<file path="config.mk">
export PLATFORM = sky130hd
export DESIGN_NAME = slc3_control_fsm
export DESIGN_NICKNAME = d
export VERILOG_FILES = /design/src/rtl/slc3_control_fsm.sv
export SDC_FILE = /design/constraint.sdc
export NUM_CORES = 1
export LEC_CHECK = 0
export CAP_MARGIN = 10
export CELL_PAD_IN_SITES_DETAIL_PLACEMENT = 1
export CELL_PAD_IN_SITES_GLOBAL_PLACEMENT = 1
export CORE_ASPECT_RATIO = 0.8
export CORE_MARGIN = 2
export CORE_UTILIZATION = 30
export DETAILED_ROUTE_END_ITERATION = 10
export GPL_TIMING_DRIVEN = 0
export HOLD_SLACK_MARGIN = 0.06
export MAX_ROUTING_LAYER = met4
export PLACE_DENSITY_LB_ADDON = 0.25
export SLEW_MARGIN = 20
export SYNTH_ARGS = -nofsm -noshare
export SYNTH_HDL_FRONTEND = slang
export SYNTH_SLANG_ARGS = --single-unit
</file>
<file path="constraint.sdc">
create_clock -name Clk -period 4.7 [get_ports Clk]
set_input_delay 0.47 -clock Clk [delete_from_list [all_inputs] [get_ports Clk]]
set_output_delay 0.47 -clock Clk [all_outputs]
set_load 0.005 [all_outputs]
</file>
<file path="src/rtl/slc3_control_fsm.sv">
// SLC-3 ISDU: Moore FSM sequencing fetch/decode/execute; SRAM strobes held MEM_WAIT cycles per access.
// Outputs decode combinationally from state; no backpressure (fixed-length memory accesses).
module slc3_control_fsm #(
    parameter int MEM_WAIT = 2
) (
    input  logic       Clk,
    input  logic       Reset_n,
    input  logic       Run,
    input  logic       Continue,
    input  logic [3:0] Opcode,
    input  logic       IR_5,
    input  logic       BEN,
    output logic       LD_MAR,
    output logic       LD_MDR,
    output logic       LD_IR,
    output logic       LD_BEN,
    output logic       LD_CC,
    output logic       LD_REG,
    output logic       LD_PC,
    output logic       GatePC,
    output logic       GateMDR,
    output logic       GateALU,
    output logic       GateMARMUX,
    output logic [1:0] PCMUX,
    output logic       DRMUX,
    output logic       SR1MUX,
    output logic       SR2MUX,
    output logic       ADDR1MUX,
    output logic [1:0] ADDR2MUX,
    output logic [1:0] ALUK,
    output logic       Mem_CE,
    output logic       Mem_UB,
    output logic       Mem_LB,
    output logic       Mem_OE,
    output logic       Mem_WE
);

    localparam logic [4:0] S_HALTED  = 5'd0;
    localparam logic [4:0] S_FETCH1  = 5'd1;
    localparam logic [4:0] S_FETCH2  = 5'd2;
    localparam logic [4:0] S_FETCH3  = 5'd3;
    localparam logic [4:0] S_DECODE  = 5'd4;
    localparam logic [4:0] S_ADD     = 5'd5;
    localparam logic [4:0] S_AND     = 5'd6;
    localparam logic [4:0] S_NOT     = 5'd7;
    localparam logic [4:0] S_BR_0    = 5'd8;
    localparam logic [4:0] S_BR_1    = 5'd9;
    localparam logic [4:0] S_JMP     = 5'd10;
    localparam logic [4:0] S_JSR_0   = 5'd11;
    localparam logic [4:0] S_JSR_1   = 5'd12;
    localparam logic [4:0] S_LDR_0   = 5'd13;
    localparam logic [4:0] S_LDR_1   = 5'd14;
    localparam logic [4:0] S_LDR_2   = 5'd15;
    localparam logic [4:0] S_STR_0   = 5'd16;
    localparam logic [4:0] S_STR_1   = 5'd17;
    localparam logic [4:0] S_STR_2   = 5'd18;
    localparam logic [4:0] S_PAUSE_A = 5'd19;
    localparam logic [4:0] S_PAUSE_B = 5'd20;

    localparam logic [3:0] LP_WAIT_LAST = 4'(MEM_WAIT - 1);

    logic [4:0] r_state;
    logic [4:0] w_state_nxt;
    logic [3:0] r_cnt;
    logic       w_cnt_last;
    logic       w_mem_rd;
    logic       w_mem_wr;
    logic       w_enter_mem;

    assign w_cnt_last  = (r_cnt == 4'd0);
    assign w_mem_rd    = (r_state == S_FETCH2) || (r_state == S_LDR_1);
    assign w_mem_wr    = (r_state == S_STR_2);
    // These states always hand over to a memory state, so the counter reloads here.
    assign w_enter_mem = (r_state == S_FETCH1) || (r_state == S_LDR_0) || (r_state == S_STR_1);

    always_comb begin
        w_state_nxt = r_state;
        case (r_state)
            S_HALTED:  if (Run) w_state_nxt = S_FETCH1;
            S_FETCH1:  w_state_nxt = S_FETCH2;
            S_FETCH2:  if (w_cnt_last) w_state_nxt = S_FETCH3;
            S_FETCH3:  w_state_nxt = S_DECODE;
            S_DECODE: begin
                case (Opcode)
                    4'b0001: w_state_nxt = S_ADD;
                    4'b0101: w_state_nxt = S_AND;
                    4'b1001: w_state_nxt = S_NOT;
                    4'b0000: w_state_nxt = S_BR_0;
                    4'b1100: w_state_nxt = S_JMP;
                    4'b0100: w_state_nxt = S_JSR_0;
                    4'b0110: w_state_nxt = S_LDR_0;
                    4'b0111: w_state_nxt = S_STR_0;
                    4'b1101: w_state_nxt = S_PAUSE_A;
                    default: w_state_nxt = S_FETCH1;
                endcase
            end
            S_ADD, S_AND, S_NOT, S_JMP, S_BR_1, S_JSR_1, S_LDR_2:
                       w_state_nxt = S_FETCH1;
            S_BR_0:    w_state_nxt = BEN ? S_BR_1 : S_FETCH1;
            S_JSR_0:   w_state_nxt = S_JSR_1;
            S_LDR_0:   w_state_nxt = S_LDR_1;
            S_LDR_1:   if (w_cnt_last) w_state_nxt = S_LDR_2;
            S_STR_0:   w_state_nxt = S_STR_1;
            S_STR_1:   w_state_nxt = S_STR_2;
            S_STR_2:   if (w_cnt_last) w_state_nxt = S_FETCH1;
            S_PAUSE_A: if (Continue) w_state_nxt = S_PAUSE_B;
            S_PAUSE_B: if (!Continue) w_state_nxt = S_FETCH1;
            default:   w_state_nxt = S_HALTED;
        endcase
    end

    always_ff @(posedge Clk or negedge Reset_n) begin
        if (!Reset_n) begin
            r_state <= S_HALTED;
            r_cnt   <= 4'd0;
        end else begin
            r_state <= w_state_nxt;
            if (w_enter_mem)
                r_cnt <= LP_WAIT_LAST;
            else if ((w_mem_rd || w_mem_wr) && !w_cnt_last)
                r_cnt <= r_cnt - 4'd1;
        end
    end

    always_comb begin
        LD_MAR     = 1'b0;
        LD_MDR     = 1'b0;
        LD_IR      = 1'b0;
        LD_BEN     = 1'b0;
        LD_CC      = 1'b0;
        LD_REG     = 1'b0;
        LD_PC      = 1'b0;
        GatePC     = 1'b0;
        GateMDR    = 1'b0;
        GateALU    = 1'b0;
        GateMARMUX = 1'b0;
        PCMUX      = 2'b00;
        DRMUX      = 1'b0;
        SR1MUX     = 1'b0;
        SR2MUX     = 1'b0;
        ADDR1MUX   = 1'b0;
        ADDR2MUX   = 2'b00;
        ALUK       = 2'b00;
        Mem_CE     = 1'b1;
        Mem_UB     = 1'b1;
        Mem_LB     = 1'b1;
        Mem_OE     = 1'b1;
        Mem_WE     = 1'b1;
        case (r_state)
            S_FETCH1: begin
                GatePC = 1'b1;
                LD_MAR = 1'b1;
                LD_PC  = 1'b1;
            end
            S_FETCH2, S_LDR_1: begin
                Mem_CE = 1'b0;
                Mem_UB = 1'b0;
                Mem_LB = 1'b0;
                Mem_OE = 1'b0;
                LD_MDR = w_cnt_last;
            end
            S_FETCH3: begin
                GateMDR = 1'b1;
                LD_IR   = 1'b1;
            end
            S_DECODE: LD_BEN = 1'b1;
            S_ADD, S_AND, S_NOT: begin
                GateALU = 1'b1;
                LD_REG  = 1'b1;
                LD_CC   = 1'b1;
                SR2MUX  = (r_state == S_NOT) ? 1'b0 : IR_5;
                ALUK    = (r_state == S_AND) ? 2'b01 : (r_state == S_NOT) ? 2'b10 : 2'b00;
            end
            S_BR_1: begin
                ADDR1MUX = 1'b1;
                ADDR2MUX = 2'b10;
                PCMUX    = 2'b01;
                LD_PC    = 1'b1;
            end
            S_JMP: begin
                PCMUX = 2'b01;
                LD_PC = 1'b1;
            end
            S_JSR_0: begin
                GatePC = 1'b1;
                DRMUX  = 1'b1;
                LD_REG = 1'b1;
            end
            S_JSR_1: begin
                ADDR1MUX = 1'b1;
                ADDR2MUX = 2'b11;
                PCMUX    = 2'b01;
                LD_PC    = 1'b1;
            end
            S_LDR_0, S_STR_0: begin
                ADDR2MUX   = 2'b01;
                GateMARMUX = 1'b1;
                LD_MAR     = 1'b1;
            end
            S_LDR_2: begin
                GateMDR = 1'b1;
                LD_REG  = 1'b1;
                LD_CC   = 1'b1;
            end
            S_STR_1: begin
                SR1MUX  = 1'b1;
                ALUK    = 2'b11;
                GateALU = 1'b1;
                LD_MDR  = 1'b1;
            end
            S_STR_2: begin
                Mem_CE = 1'b0;
                Mem_UB = 1'b0;
                Mem_LB = 1'b0;
                Mem_WE = 1'b0;
            end
            default: ;
        endcase
    end

endmodule
</file>
* Yosys cells after proc, flatten, opt, wreduce, memory -nomap -nowiden
Memory sizes are Yosys's and may differ from the RTL's.
Index checks and enable logic that the tools add are counted.
** Operators by class
- Add/sub/neg operators :: 1
- Equality and inequality tests :: 26
- Muxes and demuxes :: 34
- Reduce and logical (&&, ||, !) cells :: 24
** Operator list (count)
- 5-bit one-hot mux with 15 select lines :: 1
- 5-bit by 4-bit == test with 1-bit output (second input constant) :: 8
- 5-bit 2-to-1 mux :: 6
- 5-bit == test (second input constant) :: 5
- 5-bit by 3-bit == test with 1-bit output (second input constant) :: 4
- 1-bit 2-to-1 mux :: 19
- 4-bit 2-to-1 mux :: 3
- 2-bit inequality test (second input constant) :: 6
- 3-bit OR reduction :: 4
- 4-bit OR reduction :: 3
- 5-bit by 2-bit == test with 1-bit output (second input constant) :: 2
- 2-bit OR reduction :: 5
- 7-bit OR reduction :: 1
- 2-bit one-hot mux with 3 select lines :: 1
- 6-bit AND reduction :: 1
- 5-bit by 1-bit == test with 1-bit output (second input constant) :: 1
- 5-bit logical NOT :: 1
- 5-bit OR reduction :: 1
- 4-bit logical NOT :: 1
- 1-bit logical OR :: 4
- 2-bit 2-to-1 mux :: 2
- 2-bit one-hot mux with 2 select lines :: 1
- 4-bit by 1-bit subtractor with 4-bit output (second input constant) :: 1
- 1-bit one-hot mux with 2 select lines :: 1
- other kinds (3) :: 3
** Storage, ports and cells
- Register bits :: 9
- Memory bits (read-only) :: 80
- Bits of input ports :: 10
- Output and inout bits :: 26
- Word-level logic and storage cells :: 88
- Memories kept :: 1
** Memories
- (no name shown) :: words 16, width 5, rd ports 1, clocked after memory_dff 0, write ports 0, line 84 : case (Opcode)

* Depth between registers and ports, before layout
- Word-level depth :: 6
- Depth in mapped cells :: 7
- Depth with buffers taken out :: 6

* Worst setup path before layout
Ideal clock, no wire load.
- Path type :: register to output
- From :: reg r_state[2]
- To :: out LD_MDR
- Arrival :: 1265 ps
- Data required time :: 4230 ps
- Setup slack :: 2965 ps
- Cell stages (with the launch flop) :: 5
- Buffers on the path :: 1
- Cell sequence :: dfrtp_1 -> buf_4 -> xor2_1 -> or3_1 -> o22ai_1
** On the way
- Word-level cells in the longest chain between the ends :: 3
- Elaborated cells on any way between the ends :: 5
- Classes of those cells :: eq/ne (3); mux (1); reduce/logical (1)
** RTL lines
- start, declared :: line 62 : logic [4:0] r_state;
- start signal, assigned :: line 117 : r_state <= w_state_nxt;
- 5-bit by 2-bit == test with 1-bit output / 5-bit by 4-bit == test with 1-bit output (equally long branches) :: line 149 : case (r_state)
- 2-bit OR reduction :: line 149
- 1-bit one-hot mux with 2 select lines * :: line 149
- end, declared :: line 14 : output logic LD_MDR,
Every way passes the cells marked *; elsewhere a longest branch is shown, timed or not.

* Worst setup path after layout
- From :: reg r_state[4]
- To :: out LD_MAR
** On the way
- Word-level cells in the longest chain between the ends :: 3
- Elaborated cells on any way between the ends :: 5
- Classes of those cells :: eq/ne (3); mux (1); reduce/logical (1)
** RTL lines
- 5-bit by 1-bit == test with 1-bit output (tied with other cells) :: line 149
- 3-bit OR reduction (no source line) *
- 1-bit 2-to-1 mux * :: line 149
- end, declared :: line 13 : output logic LD_MAR,
Marks and branches as above.

==> flow_metrics.tcl <==
set metrics [dict create \
    ys_warn_count 0 \
    synth_cells 164 \
    dr_total_vias 1364 \
    slowest_delay_ns 0.52 \
    placement_rows 20 \
    rr_worst_depth 7 \
    final_nets 217 \
    slew_violations 0 \
    die_area_um2 4520 \
    placed_cell_area_um2 1600 \
    finalWirelength_um 4170 \
    hold_class "primary input to async pin" \
    viasPerCell 5.33 \
    r2r-start "r_cnt[0]" \
    path_cells "buf_2 > buf_1 > or3b_1 > a21oi_1 > clkdlybuf4s50_1" \
    post_drt_wl_per_cell_um 16.3 \
    power.leakage_nw 0.638 \
    grt_pass1_wl_um 6790 \
    diodes 0 \
    cts_sinks 9 \
    syn_nets 179 \
    post_cts_buffers 0 \
    arrival_ns 2.20 \
    track_usage_pct 20.5 \
    synth_top_area_share_pct 18.8 \
    overflow 0 \
    die_h_um 60.5 \
    first_iter_violations 45 \
    peakVddDrop_v 0.000228 \
    outcome "completed" \
    fin_worst_skew_ns 0.00289 \
    synth_top_cells_by_count "17 x nor2_1, 12 x a21oi_1" \
    synth-seq-cells 9 \
    antenna_left 0 \
    yosysMostFrequentCell "nor2_1" \
    die_w_um 74.7 \
    synth_edf_count 0 \
    ys_types 53 \
    crit_slowest_cell "clkdlybuf4s50_1" \
    cp.required_ns 4.23 \
    root_buffer "clkbuf_8" \
    reg2reg_to "r_state[2]" \
    synthesis.area_um2 1200 \
    initial_core_util_pct 31.5 \
    cts_buffers 3 \
    cts-resized-gates 0 \
    hold_viol 0 \
    fmax_ghz 0.375 \
    grt_max_degree 11 \
    fin_crit_sh_pct 56.7 \
    cp_max_fo 10 \
    ctsLongestPathBuffers 2 \
    ys_seq_area_share_pct 18.8 \
    drc 0 \
    clk_latency_ns 0.24 \
    reg2reg_slack_ns 2.96 \
    synthToLayoutAreaGrowth_pct 37.1 \
    yosys_most_used_dff "dfrtp_1" \
    min_period_ns 2.67 \
    synth_area_per_cell_um2 7.31 \
    cts_hold_buf 0 \
    dp_hpwl_um 3240 \
    rsz0062_at_grt "false" \
    cp-end-kind "primary output" \
    drive_gt1_share_pct 13.9 \
    htreeDepth 1 \
    yosys-top-cells-area "dfrtp_1 19%, nor2_1 5.3%, ha_1 5.2%, a21oi_1 5.0%, o21ai_0 3.8%" \
    cts.clk_slew.worst_paths_ns 0.05 \
    critPathKind "flop to primary output" \
    async_reset_ff_share_pct 100 \
    io_pins 36 \
    power_density_nw_per_um2 557 \
    tns_ns 0 \
    portBuffers 33 \
    yosys.area.top_type "dfrtp_1" \
    cts_tree "built" \
    firstDrtPassIters 4 \
    startpoint_type "flop" \
    gp_congestion 0.923 \
    final_area_um2 1640 \
    setup_violations 0 \
    max_cap_viol_count 0 \
    core-area_um2 3800 \
    grt_pass1_vias 1399 \
    antenna_found_initial 0 \
]
## cell families (layout without fill, tap and decap cells)
kind of cell / count (synthesis) / after routing / synth area share [%]
simple gates: 72 / 72 / 34.9
xor+xnor: 3 / 3 / 2.19
buf+inv: 25 / 62 / 11.0
other cells: 1 / 1 / 0.313
fa+ha+maj: 5 / 5 / 5.22
compound gates: 46 / 46 / 24.9
flops: 9 / 9 / 18.8
mux: 3 / 3 / 2.71
## sequential cells by signal (all words and copies together), names as in the netlist
register,count
r_cnt,4
r_state,5
## worst max path at each step
| stage | start | endpoint | slack (ns) |
|---|---|---|---|
| after floorplan | r_state[2] | LD_MDR | 2.96 |
| after global placement | r_state[4] | LD_MAR | 2.34 |
| after detailed placement | r_state[4] | LD_MAR | 2.31 |
| after CTS | r_state[4] | LD_MAR | 2.03 |
| after global routing | r_state[4] | LD_MAR | 1.91 |
| final | r_state[4] | LD_MAR | 2.03 |
## critical path: cells and delay by family, from the launching register on
| kind | cells | cell delay [ns] |
|---|---|---|
| flops | 1 | 0.39 |
| buf+inv | 3 | 0.96 |
| compound gates | 1 | 0.17 |
| simple gates | 1 | 0.43 |
## final cells by class
class / instances / area [um^2]
clock buffers: 4 / 45.0
plain buffers: 16 / 97.6
flip-flops and latches: 9 / 225
fillers: 503 / 2160
multi-input cells: 130 / 842
inverters: 9 / 33.8
well taps: 55 / 68.8
repair buffers: 33 / 330
## power breakdown
group	switching (mW)	leakage, nW	internal [mW]
logic	0.350	0.500	0.325
clock network	0.0339	0.0228	0.0594
registers	0.0373	0.115	0.109
total	0.421	0.638	0.493
## placed cells by master, fill, tap and decap left out, types with 4 or more instances in the layout
master	instances
nor2b_1	4
buf_2	6
a21oi_1	12
nand2b_1	6
ha_1	5
nor2_1	17
or3_1	5
a31oi_1	5
inv_1	9
o21ai_0	9
nand3_1	5
clkdlybuf4s50_1	33
nand2_1	9
nor3_1	5
buf_4	6
dfrtp_1	9
## per-layer routing
| layer | routed length [um] | share of wire (%) | global-route usage [%] |
|---|---|---|---|
| met4 | 26 | 0.62 | 3.06 |
| met2 | 1990 | 48 | 32.2 |
| met1 | 2010 | 48 | 28.7 |
| met5 | 0 | 0 | - |
| met3 | 144 | 3.5 | 2.99 |
## stage by stage
step	worst slack, ns	util [%]	power, mW	cells	hold WS, ns
after floorplan	2.96	-	0.554	164	0.174
after global placement	2.34	42.0	0.795	252	0.514
after detailed placement	2.31	42.0	0.819	252	0.539
after CTS	2.03	43.2	0.919	256	0.541
after global routing	1.91	43.2	0.998	256	0.552
final	2.03	43.2	0.914	256	0.540
(Power assumes the default switching activity.)
